[src/rtl/meikyuu_vga_pkg.sv]
// Shared VGA timing constants for the meikyuu display path (640x480@60 defaults).
package meikyuu_vga_pkg;

  // Coordinate width shared with the sprite and maze renderers.
  localparam int unsigned VGA_CW = 10;

  localparam int unsigned VGA_H_ACTIVE = 640;
  localparam int unsigned VGA_H_FP     = 16;
  localparam int unsigned VGA_H_SYNC   = 96;
  localparam int unsigned VGA_H_BP     = 48;

  localparam int unsigned VGA_V_ACTIVE = 480;
  localparam int unsigned VGA_V_FP     = 10;
  localparam int unsigned VGA_V_SYNC   = 2;
  localparam int unsigned VGA_V_BP     = 33;

  // Total positions on one axis: active, front porch, sync, back porch.
  function automatic int unsigned axis_total(input int unsigned act, input int unsigned fp,
                                             input int unsigned sync, input int unsigned bp);
    return act + fp + sync + bp;
  endfunction

  // First position of the sync pulse on one axis.
  function automatic int unsigned sync_start(input int unsigned act, input int unsigned fp);
    return act + fp;
  endfunction

  // First position after the sync pulse on one axis.
  function automatic int unsigned sync_end(input int unsigned act, input int unsigned fp,
                                           input int unsigned sync);
    return act + fp + sync;
  endfunction

  localparam int unsigned VGA_H_TOTAL =
      axis_total(VGA_H_ACTIVE, VGA_H_FP, VGA_H_SYNC, VGA_H_BP);
  localparam int unsigned VGA_V_TOTAL =
      axis_total(VGA_V_ACTIVE, VGA_V_FP, VGA_V_SYNC, VGA_V_BP);

endpackage

[src/rtl/pix_tick_gen.sv]
// Pixel-rate prescaler: one-cycle registered strobe every CLK_DIV board clocks.
module pix_tick_gen #(
  parameter int unsigned CLK_DIV = 2
) (
  input  logic CLOCK_50,
  input  logic reset,
  output logic pix_tick
);

  localparam int unsigned DW = (CLK_DIV > 1) ? $clog2(CLK_DIV) : 1;
  localparam logic [DW-1:0] DivLast = DW'(CLK_DIV - 1);

  logic [DW-1:0] div_q, div_d;
  logic          tick_q;

  // Wrapping divider count; with CLK_DIV=1 it stays at zero.
  always_comb begin
    div_d = div_q + 1'b1;
    if (div_q == DivLast) div_d = '0;
  end

  // Strobe decoded from the next count so it is high exactly while div==CLK_DIV-1.
  always_ff @(posedge CLOCK_50 or negedge reset) begin
    if (!reset) begin
      div_q  <= '0;
      tick_q <= 1'b0;
    end else begin
      div_q  <= div_d;
      tick_q <= (div_d == DivLast);
    end
  end

  assign pix_tick = tick_q;

endmodule

[src/rtl/vga_timing_gen.sv]
// VGA raster timing generator: position counters plus registered sync/active/strobe decode.
module vga_timing_gen
  import meikyuu_vga_pkg::*;
#(
  parameter int unsigned H_ACTIVE = VGA_H_ACTIVE,
  parameter int unsigned H_FP     = VGA_H_FP,
  parameter int unsigned H_SYNC   = VGA_H_SYNC,
  parameter int unsigned H_BP     = VGA_H_BP,
  parameter int unsigned V_ACTIVE = VGA_V_ACTIVE,
  parameter int unsigned V_FP     = VGA_V_FP,
  parameter int unsigned V_SYNC   = VGA_V_SYNC,
  parameter int unsigned V_BP     = VGA_V_BP,
  parameter logic        HS_POL   = 1'b0,
  parameter logic        VS_POL   = 1'b0,
  parameter int unsigned CLK_DIV  = 2,
  parameter int unsigned CW       = VGA_CW
) (
  input  logic          CLOCK_50,
  input  logic          reset,
  output logic          pix_tick,
  output logic          hsync,
  output logic          vsync,
  output logic          active,
  output logic [CW-1:0] x,
  output logic [CW-1:0] y,
  output logic          line_start,
  output logic          frame_start
);

  localparam logic [CW-1:0] HLast      = CW'(axis_total(H_ACTIVE, H_FP, H_SYNC, H_BP) - 1);
  localparam logic [CW-1:0] VLast      = CW'(axis_total(V_ACTIVE, V_FP, V_SYNC, V_BP) - 1);
  localparam logic [CW-1:0] HActive    = CW'(H_ACTIVE);
  localparam logic [CW-1:0] VActive    = CW'(V_ACTIVE);
  localparam logic [CW-1:0] HSyncStart = CW'(sync_start(H_ACTIVE, H_FP));
  localparam logic [CW-1:0] HSyncEnd   = CW'(sync_end(H_ACTIVE, H_FP, H_SYNC));
  localparam logic [CW-1:0] VSyncStart = CW'(sync_start(V_ACTIVE, V_FP));
  localparam logic [CW-1:0] VSyncEnd   = CW'(sync_end(V_ACTIVE, V_FP, V_SYNC));

  logic [CW-1:0] x_q, x_d, y_q, y_d;
  logic          active_q, active_d;
  logic          hsync_q, hsync_d;
  logic          vsync_q, vsync_d;
  logic          line_start_q, line_start_d;
  logic          frame_start_q, frame_start_d;

  pix_tick_gen #(
    .CLK_DIV (CLK_DIV)
  ) u_pix_tick_gen (
    .CLOCK_50 (CLOCK_50),
    .reset    (reset),
    .pix_tick (pix_tick)
  );

  // Next raster position: advance only on pixel ticks, wrapping at line and frame ends.
  always_comb begin
    x_d = x_q;
    y_d = y_q;
    if (pix_tick) begin
      if (x_q == HLast) begin
        x_d = '0;
        y_d = (y_q == VLast) ? '0 : y_q + 1'b1;
      end else begin
        x_d = x_q + 1'b1;
      end
    end
  end

  // Flags decoded from the next position so they register coherently with x/y.
  always_comb begin
    active_d      = (x_d < HActive) && (y_d < VActive);
    hsync_d       = ((x_d >= HSyncStart) && (x_d < HSyncEnd)) ? HS_POL : ~HS_POL;
    vsync_d       = ((y_d >= VSyncStart) && (y_d < VSyncEnd)) ? VS_POL : ~VS_POL;
    line_start_d  = pix_tick && (x_d == '0);
    frame_start_d = line_start_d && (y_d == '0);
  end

  // Output registers; reset parks at the last position so the first tick presents (0,0).
  always_ff @(posedge CLOCK_50 or negedge reset) begin
    if (!reset) begin
      x_q           <= HLast;
      y_q           <= VLast;
      active_q      <= 1'b0;
      hsync_q       <= ~HS_POL;
      vsync_q       <= ~VS_POL;
      line_start_q  <= 1'b0;
      frame_start_q <= 1'b0;
    end else begin
      x_q           <= x_d;
      y_q           <= y_d;
      active_q      <= active_d;
      hsync_q       <= hsync_d;
      vsync_q       <= vsync_d;
      line_start_q  <= line_start_d;
      frame_start_q <= frame_start_d;
    end
  end

  assign x           = x_q;
  assign y           = y_q;
  assign active      = active_q;
  assign hsync       = hsync_q;
  assign vsync       = vsync_q;
  assign line_start  = line_start_q;
  assign frame_start = frame_start_q;

endmodule

[config.mk]
export PLATFORM = sky130hd
export DESIGN_NAME = vga_timing_gen
export DESIGN_NICKNAME = d
export VERILOG_FILES = /design/src/rtl/meikyuu_vga_pkg.sv /design/src/rtl/pix_tick_gen.sv /design/src/rtl/vga_timing_gen.sv
export SDC_FILE = /design/constraint.sdc
export NUM_CORES = 1
export LEC_CHECK = 0
export CAP_MARGIN = 20
export CORE_UTILIZATION = 31
export CTS_BUF_LIST = sky130_fd_sc_hd__clkbuf_2 sky130_fd_sc_hd__clkbuf_4 sky130_fd_sc_hd__clkbuf_8
export DETAILED_ROUTE_END_ITERATION = 10
export PLACE_DENSITY = 0.55
export SYNTH_ARGS = -nofsm -noshare
export SYNTH_HDL_FRONTEND = slang
export SYNTH_SLANG_ARGS = --single-unit
[constraint.sdc]
create_clock -name CLOCK_50 -period 5.7 [get_ports CLOCK_50]
set_clock_uncertainty 0.15 [all_clocks]
set_input_delay 1.14 -clock CLOCK_50 [delete_from_list [all_inputs] [get_ports CLOCK_50]]
set_output_delay 1.14 -clock CLOCK_50 [all_outputs]
set_load 0.01 [all_outputs]
; Word-level counts from Yosys, hierarchy flattened
; Index checks and enable logic that the tools add are counted.
[word_totals]
ff_bits = 26
[classes]
eq_ne = 2
n_mux = 8
order_cmp = 6
add_sub_neg = 3
n_reduce_logical = 7
[ops]
columns = operator, count
row1 = 10-bit two-way mux, 5
row2 = "10-bit by 1-bit adder with 10-bit output, second input constant", 2
row3 = "10-bit == test, second input constant", 2
row4 = 10-bit logical NOT, 2
row5 = "10-bit < comparator, second input constant", 2
row6 = "10-bit by 9-bit < comparator with 1-bit output, second input constant", 2
row7 = "10-bit >= comparator, second input constant", 1
row8 = "10-bit by 9-bit >= comparator with 1-bit output, second input constant", 1
row9 = 1-bit logical AND, 5
row10 = 1-bit two-way mux, 3
row11 = "1-bit adder, second input constant", 1

; Longest topological paths before layout
; Gate-level depths: netlist of the first run.
[depth]
ltp_word = 7
depth_mapped = 8
ltp_nobuf = 7

; Modules after synthesis
; From an unflattened synthesis of the first run, not the netlist that was laid out.
[hier_totals]
cells_unflattened = 153
hier_area_um2 = 1492.7
[by_module_without_submodules]
columns = mod, area_per_inst_um2, cells_each, instances
row1 = vga_timing_gen, 1463.9, 151, 1
row2 = pix_tick_gen, 28.8, 2, 1

; Least setup slack after synthesis of the first run
; OpenSTA, ideal clock, no wires.
[synth_timing]
path_kind = register to register
startpoint = reg x_q[1], in the netlist x[1]
endpoint = reg frame_start_q, in the netlist frame_start
synth_period_minus_slack_ps = 2149
path_slack_ps = 3551
arrival_time_ps = 1877
required_ps = 5429
stages_incl_launch_ff = 8
setup_time_ps = 121
path_cell_list = dfstp_2 ha_1 nand2_1 or4_4 o211ai_2 nor2_2 o2111a_2 and4bb_1
[synth_via]
elab_chain_len = 6
word_cells_on_any_way = 10
cone_classes = 1 x add/sub / 1 x eq/ne / 4 x mux / 4 x reduce/logical
[synth_rtl]
columns = item, line_no
row1 = from (decl), vga_timing_gen.sv:39  ; logic [CW-1:0] x_q, x_d, y_q, y_d;
row2 = from (signal assigned), vga_timing_gen.sv:80  ; x_q <= HLast;
row3 = 10-bit by 1-bit adder with 10-bit output or 10-bit == test (tied branches), "vga_timing_gen.sv:63, vga_timing_gen.sv:59"
row4 = 10-bit two-way mux (*), vga_timing_gen.sv:59  ; if (x_q == HLast) begin
row5 = 10-bit two-way mux (*), vga_timing_gen.sv:58  ; if (pix_tick) begin
row6 = named net x_d[8], vga_timing_gen.sv:39
row7 = 10-bit logical NOT (*), vga_timing_gen.sv:73  ; line_start_d = pix_tick && (x_d == '0);
row8 = 1-bit logical AND (*), vga_timing_gen.sv:73
row9 = named net line_start_d, vga_timing_gen.sv:43  ; logic line_start_q, line_start_d;
row10 = 1-bit logical AND (*), vga_timing_gen.sv:74  ; frame_start_d = line_start_d && (y_d == '0);
row11 = named net frame_start_d, vga_timing_gen.sv:44  ; logic frame_start_q, frame_start_d;
row12 = to (signal assigned), vga_timing_gen.sv:94  ; frame_start_q <= frame_start_d;
row13 = to (decl), vga_timing_gen.sv:44
; Mark *: on every way through the listed nets, which the timed path passes. The rest lies on a longest branch.

; Worst setup path after layout of the first run
[layout_timing]
startpoint = reg x_q[2], in the netlist x[2]
endpoint = out x[2]
[layout_rtl]
columns = item, line_no
row1 = to (decl), vga_timing_gen.sv:24  ; output logic [CW-1:0] x,
; No word-level cell between the ends.

==> results.yml, run 1 <==
layout:
  syn_to_final_growth_pct: 24.2
  n_antenna_cell: 0
  fillers: 465
  finalCoreUtilization_pct: 41.4
  drive_above_1_share_pct: 15.1
  regArea_um2: 666
  multi_input_area_um2: 766
  finalNonFillerCells: 231
  nNetsFinal: 185
timing:
  slew-limit-headroom_pct: 64.7
  min_period_over_period_pct: 48.8
  period_needed_ps: 2780
  rsz0062_at_grt: "no"
  maxSlewViolCount: 0
  tns_ps: 0
  hold_viol_final: 0
  tightest_slew_ps: 530
  setup_violations: 0
  max_freq_mhz: 360
detailed_routing:
  drc: 0
  dr.first_iter.drc_count: 61
  vias: 1194
  routed_via_density: 5.17
  wirelength_mm: 3.39
  dr.pass1.iters: 4
  routedWlPerCell_um: 14.7
  ant_nets: 0
placed_design:
  port_buffers: 27
  dp_cells: 227
  gp_congestion: 0.884
  place_hpwl_mm: 2.55
worst_setup_path:
  timing.rr.end: "vsync"
  r2r_setup_slack_ps: 3130
  crit_chain: "clkdlybuf4s50_1"
  crit_required_ps: 4410
  cp_slowest_stage_delay_ps: 650
  slowest_stage: "dfstp_2"
  critPathBufInv: 1
  r2r-start: "x[1]"
  worstSetupStartpointType: "register"
  critPathArrivalTime_ps: 1490
  endpoint_kind: "output pin"
  critPathTopFamily: "flip-flops"
  r2r_cells: 7
  path_class: "register to output pin"
  crit_fanout: 10
synthesis:
  synthDominantCellAreaShare_pct: 23.3
  ys_seq_area_share_pct: 44.3
  syn-num-nets: 157
  synth_top_family_by_area: "simple AND/OR/NAND/NOR gates"
  yosys.area_share.simple_pct: 28.1
  synth_compound_area_share_pct: 9.49
  synth-xor-area-share_pct: 8.66
  synth_edf_count: 0
  avgSynthCellArea_um2: 9.89
  ys.flop_type: "dfrtp_1"
  synth.area.top_cells: "dfrtp_1 23%, dfstp_2 21%, xor2_1 4.7%"
  synth_area_um2: 1500
  muxShareOfSynthArea_pct: 2.16
  async_flop_share_pct: 100
  synth_fa_ha_area_share_pct: 2.50
  synthTopCellsByCount: "14 x dfrtp_1, 12 x dfstp_2, 12 x nor2_1"
  synth.most_common_cell: "dfrtp_1"
  synth-seq-cells: 26
  synth_area_leader_cell: "dfrtp_1"
  ys_warn_count: 0
  synth_cell_type_count: 50
  synthCells: 152
clocking:
  worstSkewPairLatency_ps: 270
  post_cts_buffers: 0
  ctsResizeCount: 0
  cts_max_path_buffers: 2
  cts_root_buf: "clkbuf_8"
  htree_levels: 1
  cts.hold.buffers_added: 0
  tritoncts: "yes"
  cts_buffers: 3
  clock_sink_count: 26
  clk_pin_slew_worst_paths_ps: 90
global_route:
  grt_overflow: 0
  grt_pass1_wl_mm: 5.72
  track_usage_pct: 14.1
  grt_max_degree: 27
  antenna_found_initial: 0
  grt_pass1_vias: 1161
power:
  clock_power_share_pct: 39.0
  p_switching_mw: 0.0629
  power.total_mw: 0.311
  pwr-share-seq_pct: 59.5
  power_leakage_nw: 0.810
  p_comb_share_pct: 1.5
  ir_worst_vdd_v: 0.000105
  power.share.switching_pct: 20.3
  power.density_nw_per_um2: 166
  p_int_mw: 0.248
floorplanning:
  die_x_um: 71.6
  start_util_pct: 33.4
  die_h_um: 71.6
  row_count: 24
  pin_count: 28
  dieArea_um2: 5130
  core_um2: 4500
job:
  cap_violations: 0
hold_path:
  hold_path_end: "y[2]"
  holdPathStages: 2
  min_path_type: "register to register"
  hp-start: "y[2]"
run_status:
  outcome: "finished clean"
-- metal layers --
metal,vias to the layer above,routed length (µm),global-route usage (%)
li1,599,-,-
met1,574,1720,20.3
met2,19,1570,22.5
met3,2,69,1.69
met4,0,34,3.92
met5,-,0,0
-- state kept, by name (all words and copies together), names as in the netlist --
name and cells:
y 10, line_start 1, frame_start 1, active 1, x 10, vsync 1
hsync 1, u_pix_tick_gen.div_q 1
-- worst max path at each step --
stage                     startpoint     endpoint  cells after the start
after CTS                       x[2]         x[2]                      1
final                           x[2]         x[2]                      1
after detailed placement        x[1]        vsync                      7
after global placement          x[2]         x[2]                      1
after floorplan                 x[1]  frame_start                      7
after global routing            x[2]         x[2]                      1
-- logic make-up (layout without fill, tap and decap cells) --
group / after synthesis / in the layout
xor+xnor: 14 / 14
simple gates: 71 / 71
compound gates: 20 / 20
fa+ha+maj: 3 / 3
buf+inv: 15 / 42
flops: 26 / 26
mux: 3 / 3
-- cells in the final DEF, fill, tap and decap left out, types with 2 or more instances in the layout --
cell             Yosys  layout
nand3_1             10      10
clkbuf_8             0       4
nor4_1               2       2
ha_1                 3       3
dfstp_2             12      12
o21ai_1              2       2
xnor2_1              5       5
dfrtp_1             14      14
nand2_1             10      10
nor2_1              12      12
nand4_1              6       6
o21ai_0              4       4
and3_1               3       3
a31oi_1              2       2
a21oi_1              2       2
and4_1               4       4
o31ai_1              2       2
nor3_1               6       6
and4bb_1             3       3
xor2_1               8       8
clkdlybuf4s50_1      0      27
inv_1               10      10
-- power groups by stage --
stage	logic [mW]	clock network (mW)	registers [mW]
final	0.00459	0.121	0.185
after global routing	0.00549	0.133	0.185
after CTS	0.00496	0.123	0.185
after detailed placement	0.00497	0	0.188
after global placement	0.00481	0	0.188
after floorplan	0.000000394	0	0.188
-- final cells by class --
type | count | share of cell area [%]
repair buffers | 28 | 14.9
multi-input cells | 111 | 41.0
well taps | 52 | 3.49
inverters | 10 | 2.01
flip-flops and latches | 26 | 35.7
clock buffers | 4 | 2.95
-- through the flow --
stage	hold WS [ps]	setup WS [ps]	instance area [µm²]
4_1_cts	408	2910	1870
3_3_place_gp	391	3220	1810
3_5_place_dp	391	3160	1810
6_report	395	2920	1870
2_1_floorplan	368	3550	1500
5_1_grt	439	2860	1870
(Power assumes the default switching activity.)
==> run 2, diff against run 1 <==
--- a/config.mk
+++ b/config.mk
@@ -9,7 +9,7 @@
 export CORE_UTILIZATION = 31
 export CTS_BUF_LIST = sky130_fd_sc_hd__clkbuf_2 sky130_fd_sc_hd__clkbuf_4 sky130_fd_sc_hd__clkbuf_8
 export DETAILED_ROUTE_END_ITERATION = 10
-export PLACE_DENSITY = 0.55
+export PLACE_DENSITY = 0.57
 export SYNTH_ARGS = -nofsm -noshare
 export SYNTH_HDL_FRONTEND = slang
 export SYNTH_SLANG_ARGS = --single-unit
==> constraint.sdc (replaced) <==
create_clock -name CLOCK_50 -period 2.2 [get_ports CLOCK_50]
set_clock_uncertainty 0.15 [all_clocks]
set_input_delay 0.44 -clock CLOCK_50 [delete_from_list [all_inputs] [get_ports CLOCK_50]]
set_output_delay 0.44 -clock CLOCK_50 [all_outputs]
set_load 0.01 [all_outputs]
==> results.yml, run 2 (synthesis gave the netlist of run 1 again) <==
layout:
  n_antenna_cell: 0
  layout_commonest_cell: "clkdlybuf4s50_1"
  nNetsFinal: 209
  final_cell_mix: "27 x clkdlybuf4s50_1, 25 x buf_4, 14 x dfrtp_1"
  syn_to_final_growth_pct: 41.9
  finalNonFillerCells: 255
  finalCoreUtilization_pct: 47.3
  drive_above_1_share_pct: 30.5
power:
  clock_power_share_pct: 45.1
  power.total_mw: 0.893
  power.density_nw_per_um2: 419
  p_comb_share_pct: 1.3
  ir_worst_vdd_v: 0.000281
  power.share.switching_pct: 18.8
  p_switching_mw: 0.168
  power_leakage_nw: 0.941
  pwr-share-seq_pct: 53.6
  p_int_mw: 0.725
placed_design:
  gp_congestion: 0.915
  port_buffers: 27
  place_hpwl_mm: 2.81
  dp_cells: 243
  place_ws_ps: -14.4
floorplanning:
  die_h_um: 71.6
  core_um2: 4500
  start_util_pct: 33.4
  pin_count: 28
  die_x_um: 71.6
  row_count: 24
  dieArea_um2: 5130
timing:
  fin_ws_ps: 43.2
  tightest_slew_ps: 423
  rsz0062_at_grt: "yes"
  maxSlewViolCount: 0
  min_period_over_period_pct: 98.0
  hold_viol_final: 0
  setup_violations: 0
  max_freq_mhz: 464
  period_needed_ps: 2160
  slew-limit-headroom_pct: 71.5
clocking:
  clock_sink_count: 26
  cts_buffers: 3
  cts.hold.buffers_added: 0
  worstSkewPairLatency_ps: 270
  tritoncts: "yes"
  clk_pin_slew_worst_paths_ps: 90
  cts_root_buf: "clkbuf_8"
  htree_levels: 1
  cts_max_path_buffers: 2
global_route:
  grt_overflow: 0
  track_usage_pct: 15.8
  grt_pass1_wl_mm: 6.38
  grt_pass1_vias: 1308
  antenna_found_initial: 0
  grt_max_degree: 27
detailed_routing:
  dr.first_iter.drc_count: 87
  ant_nets: 0
  routed_via_density: 5.27
  dr.pass1.iters: 6
  routedWlPerCell_um: 15.1
  wirelength_mm: 3.84
  drc: 0
  vias: 1344
worst_setup_path:
  endpoint_kind: "register"
  r2r_cells: 7
  crit_required_ps: 2230
  r2r_setup_slack_ps: 40
  path_common_cell: "nand4_1"
  worstSetupStartpointType: "register"
  critPathArrivalTime_ps: 2190
  timing.rr.end: "vsync"
  crit_chain: "ha_4, and2_4, and4_4, nand4_1, xor2_2, and4bb_1, nand4_1"
  critPathTopFamily: "simple AND/OR/NAND/NOR gates"
  path_class: "register to register"
  crit_fanout: 5
  critPathBufInv: 0
  slowest_stage: "dfstp_2"
  cp.depth: 7
  critPathCapture: "vsync"
  crit_start: "x[0]"
  cp_slowest_stage_delay_ps: 570
  r2r-start: "x[0]"
job:
  cap_violations: 0
hold_path:
  min_path_type: "input port to async pin"
run_status:
  outcome: "finished clean"
run 2: per-stage QoR:
step,hold WS (ps),TNS [ps],cell area (µm²)
floorplan,-5.59,0,1500
global route,421,-48.2,2130
detailed placement,390,-24.8,1930
global placement,390,-16.3,1930
CTS,387,0,2040
finish,372,0,2130
run 2: worst register-to-register path: stages (launching register included):
cell,delay (ps)
dfstp_2,570
ha_4,150
and2_4,150
and4_4,250
nand4_1,150
xor2_2,230
and4bb_1,330
nand4_1,110
run 2: cell type report:
type,instances,area [µm²]
multi-input cells,111,835
clock buffers,3,41.3
clock inverters,1,30.0
well taps,52,65.1
flip-flops and latches,26,666
repair buffers,52,458
inverters,10,37.5
fillers,419,2370
run 2: worst min-delay path by stage:
stage	startpoint	to	cells past startpoint
after floorplan	reset	active	0
after global placement	u_pix_tick_gen.div_q	u_pix_tick_gen.div_q	1
after detailed placement	u_pix_tick_gen.div_q	u_pix_tick_gen.div_q	1
after CTS	reset	u_pix_tick_gen.div_q	2
after global routing	reset	y[0]	2
final	reset	y[0]	2
run 2: per-layer routing:
layer | global-route usage [%] | part of all wire, %
met5 | 0 | 0
met4 | 5.88 | 1.5
met3 | 1.27 | 2.2
met2 | 27.7 | 52
met1 | 20.4 | 45
run 2: power groups by stage:
stage | Clock, mW | Sequential, mW | Combinational [mW]
2_1_floorplan | 0 | 0.487 | 0.000000394
3_3_place_gp | 0 | 0.487 | 0.0125
3_5_place_dp | 0 | 0.487 | 0.0129
4_1_cts | 0.414 | 0.479 | 0.0131
5_1_grt | 0.424 | 0.479 | 0.0144
6_report | 0.403 | 0.479 | 0.0119
run 2: what timing repair did:
item                                    CTS  global route
buffers inserted                          3             5
resized for setup                         5            10
pin swaps                                 0             6
endpoints found under the setup margin    2             5
hold endpoints to repair                  0             0
==> run 3, diff against run 2 <==
--- a/config.mk
+++ b/config.mk
@@ -7,7 +7,7 @@
 export LEC_CHECK = 0
 export CAP_MARGIN = 20
 export CORE_UTILIZATION = 31
-export CTS_BUF_LIST = sky130_fd_sc_hd__clkbuf_2 sky130_fd_sc_hd__clkbuf_4 sky130_fd_sc_hd__clkbuf_8
+export CTS_BUF_LIST = sky130_fd_sc_hd__clkbuf_8
 export DETAILED_ROUTE_END_ITERATION = 10
 export PLACE_DENSITY = 0.57
 export SYNTH_ARGS = -nofsm -noshare
==> results of run 3 <==
No change in the layout: final DEF, timing and power equal those of run 2.
